**src/rtl/imem_pkg.sv**
```systemverilog
// Shared types and constants for the instruction-memory arbiter.
// Holds the arbiter state encoding, the locked-burst length and the data/mask widths.
// No logic lives here beyond a small helper for the burst counter.
package imem_pkg;

    localparam int DATA_W    = 32;
    localparam int MASK_W    = 4;
    localparam int BURST_MAX = 16;
    localparam int BURST_W   = $clog2(BURST_MAX);

    typedef enum logic [1:0] {
        ST_IDLE   = 2'd0,
        ST_SHARED = 2'd1,
        ST_LOCKED = 2'd2
    } imem_state_t;

    // True when the current locked grant is the last one a burst may take.
    function automatic logic burst_last(input logic [BURST_W-1:0] cnt);
        return cnt == BURST_W'(BURST_MAX - 1);
    endfunction

endpackage

```
**src/rtl/imem_prio_sel.sv**
```systemverilog
// Grant selector: loader-priority arbitration with a fetch starvation guard.
// Latency: grants are combinational from requests and the registered starve count.
// Backpressure: the loser of a tie simply sees no grant and keeps requesting.
// Ports: clk/rst_n; locked (arbiter is in a locked burst); f_req/l_req in; f_gnt/l_gnt out.
module imem_prio_sel
    import imem_pkg::*;
#(
    parameter int STARVE_MAX = 4
) (
    input  logic clk,
    input  logic rst_n,
    input  logic locked,
    input  logic f_req,
    input  logic l_req,
    output logic f_gnt,
    output logic l_gnt
);

    localparam int SW = (STARVE_MAX < 1) ? 1 : $clog2(STARVE_MAX + 1);
    localparam logic [SW-1:0] SMAX = SW'(STARVE_MAX);

    logic [SW-1:0] starve_cnt;
    logic          starved;

    assign starved = (starve_cnt == SMAX);

    always_comb begin
        f_gnt = 1'b0;
        l_gnt = 1'b0;
        if (rst_n) begin
            if (locked) begin
                // A locked burst owns the memory; the starvation guard is bypassed.
                l_gnt = l_req;
            end else if (l_req && !(f_req && starved)) begin
                l_gnt = 1'b1;
            end else begin
                f_gnt = f_req;
            end
        end
    end

    // Counts loader grants taken while fetch waits; keeps counting during a
    // locked burst so fetch wins the first shared cycle once the burst ends.
    always_ff @(posedge clk) begin
        if (!rst_n) begin
            starve_cnt <= '0;
        end else if (f_gnt || !f_req) begin
            starve_cnt <= '0;
        end else if (l_gnt && !starved) begin
            starve_cnt <= starve_cnt + 1'b1;
        end
    end

endmodule

```
**src/rtl/imem_arbiter.sv**
```systemverilog
// Two-port arbiter sharing one instruction memory between fetch and a loader/debug port.
// Latency: grant and mem_* are combinational; read data returns with rvalid one cycle after grant.
// Backpressure: a requester holds req until it sees its grant; locked loader bursts stall fetch.
// Ports: fetch f_req/f_addr/f_gnt/f_rvalid/f_rdata; loader l_req/l_wr/l_addr/l_wdata/l_mask/
//        l_lock/l_gnt/l_rvalid/l_rdata; memory mem_addr/mem_wdata/mem_wr/mem_mask/mem_rdata.
module imem_arbiter
    import imem_pkg::*;
#(
    parameter int ADDR_W     = 12,
    parameter int STARVE_MAX = 4
) (
    input  logic              clk,
    input  logic              rst_n,
    input  logic              f_req,
    input  logic [ADDR_W-1:0] f_addr,
    output logic              f_gnt,
    output logic              f_rvalid,
    output logic [DATA_W-1:0] f_rdata,
    input  logic              l_req,
    input  logic              l_wr,
    input  logic [ADDR_W-1:0] l_addr,
    input  logic [DATA_W-1:0] l_wdata,
    input  logic [MASK_W-1:0] l_mask,
    input  logic              l_lock,
    output logic              l_gnt,
    output logic              l_rvalid,
    output logic [DATA_W-1:0] l_rdata,
    output logic [ADDR_W-1:0] mem_addr,
    output logic [DATA_W-1:0] mem_wdata,
    output logic              mem_wr,
    output logic [MASK_W-1:0] mem_mask,
    input  logic [DATA_W-1:0] mem_rdata
);

    imem_state_t        state;
    logic [BURST_W-1:0] burst_cnt;

    imem_prio_sel #(
        .STARVE_MAX (STARVE_MAX)
    ) u_prio_sel (
        .clk    (clk),
        .rst_n  (rst_n),
        .locked (state == ST_LOCKED),
        .f_req  (f_req),
        .l_req  (l_req),
        .f_gnt  (f_gnt),
        .l_gnt  (l_gnt)
    );

    // Only one grant can be high, so the memory port is a simple select.
    always_comb begin
        mem_addr  = '0;
        mem_wdata = '0;
        mem_wr    = 1'b0;
        mem_mask  = '0;
        if (f_gnt) begin
            mem_addr = f_addr;
        end else if (l_gnt) begin
            mem_addr = l_addr;
            if (l_wr) begin
                mem_wr    = 1'b1;
                mem_mask  = l_mask;
                mem_wdata = l_wdata;
            end
        end
    end

    always_ff @(posedge clk) begin
        if (!rst_n) begin
            state     <= ST_IDLE;
            burst_cnt <= '0;
            f_rvalid  <= 1'b0;
            l_rvalid  <= 1'b0;
            f_rdata   <= '0;
            l_rdata   <= '0;
        end else begin
            f_rvalid <= f_gnt;
            if (f_gnt) begin
                f_rdata <= mem_rdata;
            end
            l_rvalid <= l_gnt && !l_wr;
            if (l_gnt && !l_wr) begin
                l_rdata <= mem_rdata;
            end

            case (state)
                ST_IDLE, ST_SHARED: begin
                    if (l_gnt && l_lock) begin
                        // The grant that opens the burst counts as its first.
                        state     <= ST_LOCKED;
                        burst_cnt <= BURST_W'(1);
                    end else if (f_gnt || l_gnt) begin
                        state <= ST_SHARED;
                    end else if (!f_req && !l_req) begin
                        state <= ST_IDLE;
                    end
                end
                ST_LOCKED: begin
                    if (!l_lock || (l_gnt && burst_last(burst_cnt))) begin
                        state     <= ST_SHARED;
                        burst_cnt <= '0;
                    end else if (l_gnt) begin
                        burst_cnt <= burst_cnt + 1'b1;
                    end
                end
                default: begin
                    state     <= ST_IDLE;
                    burst_cnt <= '0;
                end
            endcase
        end
    end

endmodule

```
**config.mk**
```make
export PLATFORM = sky130hd
export DESIGN_NAME = imem_arbiter
export DESIGN_NICKNAME = d
export VERILOG_FILES = /design/src/rtl/imem_pkg.sv /design/src/rtl/imem_prio_sel.sv /design/src/rtl/imem_arbiter.sv
export SDC_FILE = /design/constraint.sdc
export NUM_CORES = 1
export LEC_CHECK = 0
export BUFFER_PORTS_ARGS = -buffer_cell sky130_fd_sc_hd__buf_4
export CAP_MARGIN = 20
export CELL_PAD_IN_SITES_DETAIL_PLACEMENT = 1
export CELL_PAD_IN_SITES_GLOBAL_PLACEMENT = 1
export CORE_MARGIN = 5
export CORE_UTILIZATION = 30
export DETAILED_ROUTE_END_ITERATION = 6
export GPL_ROUTABILITY_DRIVEN = 0
export GPL_TIMING_DRIVEN = 0
export HOLD_SLACK_MARGIN = 0.06
export PLACE_DENSITY_LB_ADDON = 0.1
export SYNTH_ARGS = -nofsm -noshare
export SYNTH_HDL_FRONTEND = slang
export SYNTH_SLANG_ARGS = --single-unit
```
**constraint.sdc**
```tcl
create_clock -name clk -period 4.1 [get_ports clk]
set_input_delay 0.615 -clock clk [delete_from_list [all_inputs] [get_ports clk]]
set_output_delay 0.615 -clock clk [all_outputs]
set_load 0.02 [all_outputs]
```
==> out/metrics.csv <==
metric,value,unit
power density over cell area,324,nW/um^2
Nets,733,
M1 WL,5.24,mm
RR Endpoint,l_rdata[27],
register-to-register path setup slack,2.21,ns
initial antenna violation count,0,
met2 wire len,7.11,mm
NetSw,481,uW
DRT Wirelength,13.4,mm
width of the chip,113,um
max-cap violation count,0,
DR vias,3734,
DRC Markers,0,
synth unique cells,39,
Hold Crit Depth,2,
Yosys top cell by area,dfxtp_1,
TritonCTS buffer count,9,
r2r startpoint,u_prio_sel.starve_cnt[0],
Initial Utilization,31.0,%
CTS tree,yes,
Core ar.,10400,um^2
post-synthesis sequential area ratio,46.8,%
Die Area,12900,um^2
Post-Syn Instances,407,
first-pass GRT wire length,20.6,mm
CTS Hold Bufs,0,
CTS sink count,75,
Final WS setup,1.22,ns
internal power,1190,uW
Slew Limit Headroom,62.2,%
clk_lat worst skew,0.35,ns
Seq pwr share,46.3,%
CP endpoint kind,output port,
area post-placement,4990,um^2
Reg2Reg Depth,7,
root buffer cell,clkbuf_8,
share of cells above drive strength 1,40.1,%
IO buf count,214,
synth top area cells,"dfxtp_1 (47%), nand2_1 (16%), and3_1 (7.6%)",
vias in the first global route,4004,
Placed Cells,757,
Pre-antenna DRT Iters,4,
status,"finished, final reports clean",
pre-CTS WS,1.47,ns
Rows,37,
clk slew on worst S/H paths,0.09,ns
clock power share,34.1,%
PostCTS Resize Cnt,0,
skew final,0.0123,ns
hold path startpoint,l_rdata[18],
Mapped Nets,508,
H-tree levels,3,
Vias/cell,4.84,
Area Overhead vs Synth,61.2,%
"Avg Cell Area, Syn",7.89,um^2
Max Fclk,347,MHz
Layout Cells excl Fill,772,
met3 WL post-DR,800,um
Synth Warn #,0,
buffer count from post-CTS setup fixing,0,
critical path data arrival time,2.27,ns
Crit Path Class,flop to output port,
hold worst-path end,l_rdata[18],
switching part of the total,28.7,%
Wirelength per Cell,17.3,um
Slew @ Worst Pin,0.567,ns
fillers,1339,
Fin. Hold Viols,0,
top sig layer,met4,
worst min-delay path class,flop to flop,
Slew Limit Fails,0,
setup TNS,0,ns
Die Ht,113,um
initial DRC count,164,
peak supply drop,0.183,mV
largest net degree at the start of global routing,14,
fin area,5180,um^2
gr usage total,19.9,%
clock period minus worst slack,2.88,ns
final period utilization,70.3,%
Clock Path Buffers,2,
post-route ant nets,0,
Ports,215,
RSZ-0062 raised after global routing,false,
CP startpoint kind,flop,
Post-DP HPWL,10.9,mm
combinational power share,19.6,%
Finish-stage setup viols,0,
# diodes,0,
"Cell Area, Synth",3210,um^2
Static Leak,0.00250,uW
synthesized flop and latch total,75,
total grt overflow,0,
worst-path maximum fanout,10,
Synth top area share,46.8,%
WP data required,3.48,ns
[sequential cells by signal (all words and copies together), names as in the netlist]
signal                 count
f_rvalid                   1
f_rdata                   32
l_rdata                   32
state                      2
l_rvalid                   1
u_prio_sel.starve_cnt      3
burst_cnt                  4
[power by group through the flow]
stage	Sequential, uW	Clock (uW)	Combinational (uW)
after floorplan	825	0	113
after global placement	792	0	324
after detailed placement	794	0	332
after CTS	777	593	333
after global routing	781	614	355
final	776	571	329
[synthesized netlist by cell type]
cell type / count
nand2b_2: 1
o21ai_0: 25
clkinv_1: 1
nand3_2: 1
ha_1: 3
buf_6: 4
inv_1: 4
o21ai_2: 1
xnor2_1: 1
nor2_1: 3
o21ai_1: 7
nand3b_1: 1
a22o_1: 13
a31oi_1: 1
and4b_1: 1
dfxtp_1: 75
nand3_1: 5
nand4_2: 1
a211oi_1: 1
o221a_2: 1
a32o_1: 2
nand2b_1: 1
clkbuf_1: 13
a21bo_2: 1
buf_4: 7
o211ai_1: 1
nand2_1: 135
o22ai_1: 1
buf_1: 1
a21oi_2: 1
a21oi_1: 39
nor3_1: 2
and2_1: 2
nor2b_1: 2
buf_2: 6
and3_1: 39
a211oi_2: 1
inv_2: 1
o21a_1: 2
[kinds of logic after synthesis]
kind of cell | Yosys count | synth area share, %
simple gates | 194 | 27.3
compound gates | 97 | 18.2
buf+inv | 37 | 6.31
xor+xnor | 1 | 0.273
flops | 75 | 46.8
fa+ha+maj | 3 | 1.17
[routing by layer]
metal	track usage, %	vias up
li1	-	1820
met1	22.8	1785
met2	36.5	115
met3	5.36	14
met4	5.13	0
met5	0	-
[worst max-delay path, stage by stage, from the launching register on]
cell,delay (ns)
dfxtp_1,0.35
inv_1,0.08
ha_1,0.25
and3_1,0.22
a21oi_2,0.30
clkbuf_1,0.35
and3_1,0.21
buf_4,0.15
[placed cells by master, fill, tap and decap left out, types with 2 or more instances in the layout]
cell,n
buf_4,221
nand2_1,135
dfxtp_1,75
and3_1,39
a21oi_1,39
o21ai_0,25
clkbuf_1,13
a22o_1,13
clkbuf_8,9
o21ai_1,7
buf_2,6
nand3_1,5
inv_1,4
buf_6,4
nor2_1,3
ha_1,3
and2_1,2
nor3_1,2
a32o_1,2
nor2b_1,2
o21a_1,2
inv_6,2
clkinv_2,2
[stage by stage]
stage          utilization, %  total power [uW]  hold WS, ns
2_1_floorplan               -               938        0.453
3_3_place_gp             48.1              1120        0.441
3_5_place_dp             48.1              1130        0.446
4_1_cts                  49.9              1700        0.449
5_1_grt                  49.9              1750        0.453
6_report                 49.9              1680        0.453
[worst max-delay path by stage]
| stage | start | to | slack (ns) | depth (start not counted) |
|---|---|---|---|---|
| after floorplan | f_req | mem_mask[1] | 1.93 | 4 |
| after global placement | l_req | mem_addr[0] | 1.48 | 7 |
| after detailed placement | l_req | mem_addr[0] | 1.47 | 7 |
| after CTS | u_prio_sel.starve_cnt[0] | mem_wdata[0] | 1.18 | 7 |
| after global routing | u_prio_sel.starve_cnt[0] | mem_mask[0] | 1.02 | 7 |
| final | u_prio_sel.starve_cnt[0] | mem_wdata[0] | 1.22 | 7 |
[cell type report]
type / count / area (um^2) / area share, %
inverter: 6 / 22.5 / 0.435
clock inverter: 6 / 65.1 / 1.26
timing repair buffer: 214 / 1610 / 31.0
buffer: 31 / 180 / 3.48
tap: 136 / 170 / 3.29
sequential: 75 / 1500 / 29.0
clock buffer: 9 / 124 / 2.39
multi-input combinational: 295 / 1510 / 29.1
Power figures use the tool's default switching activity.
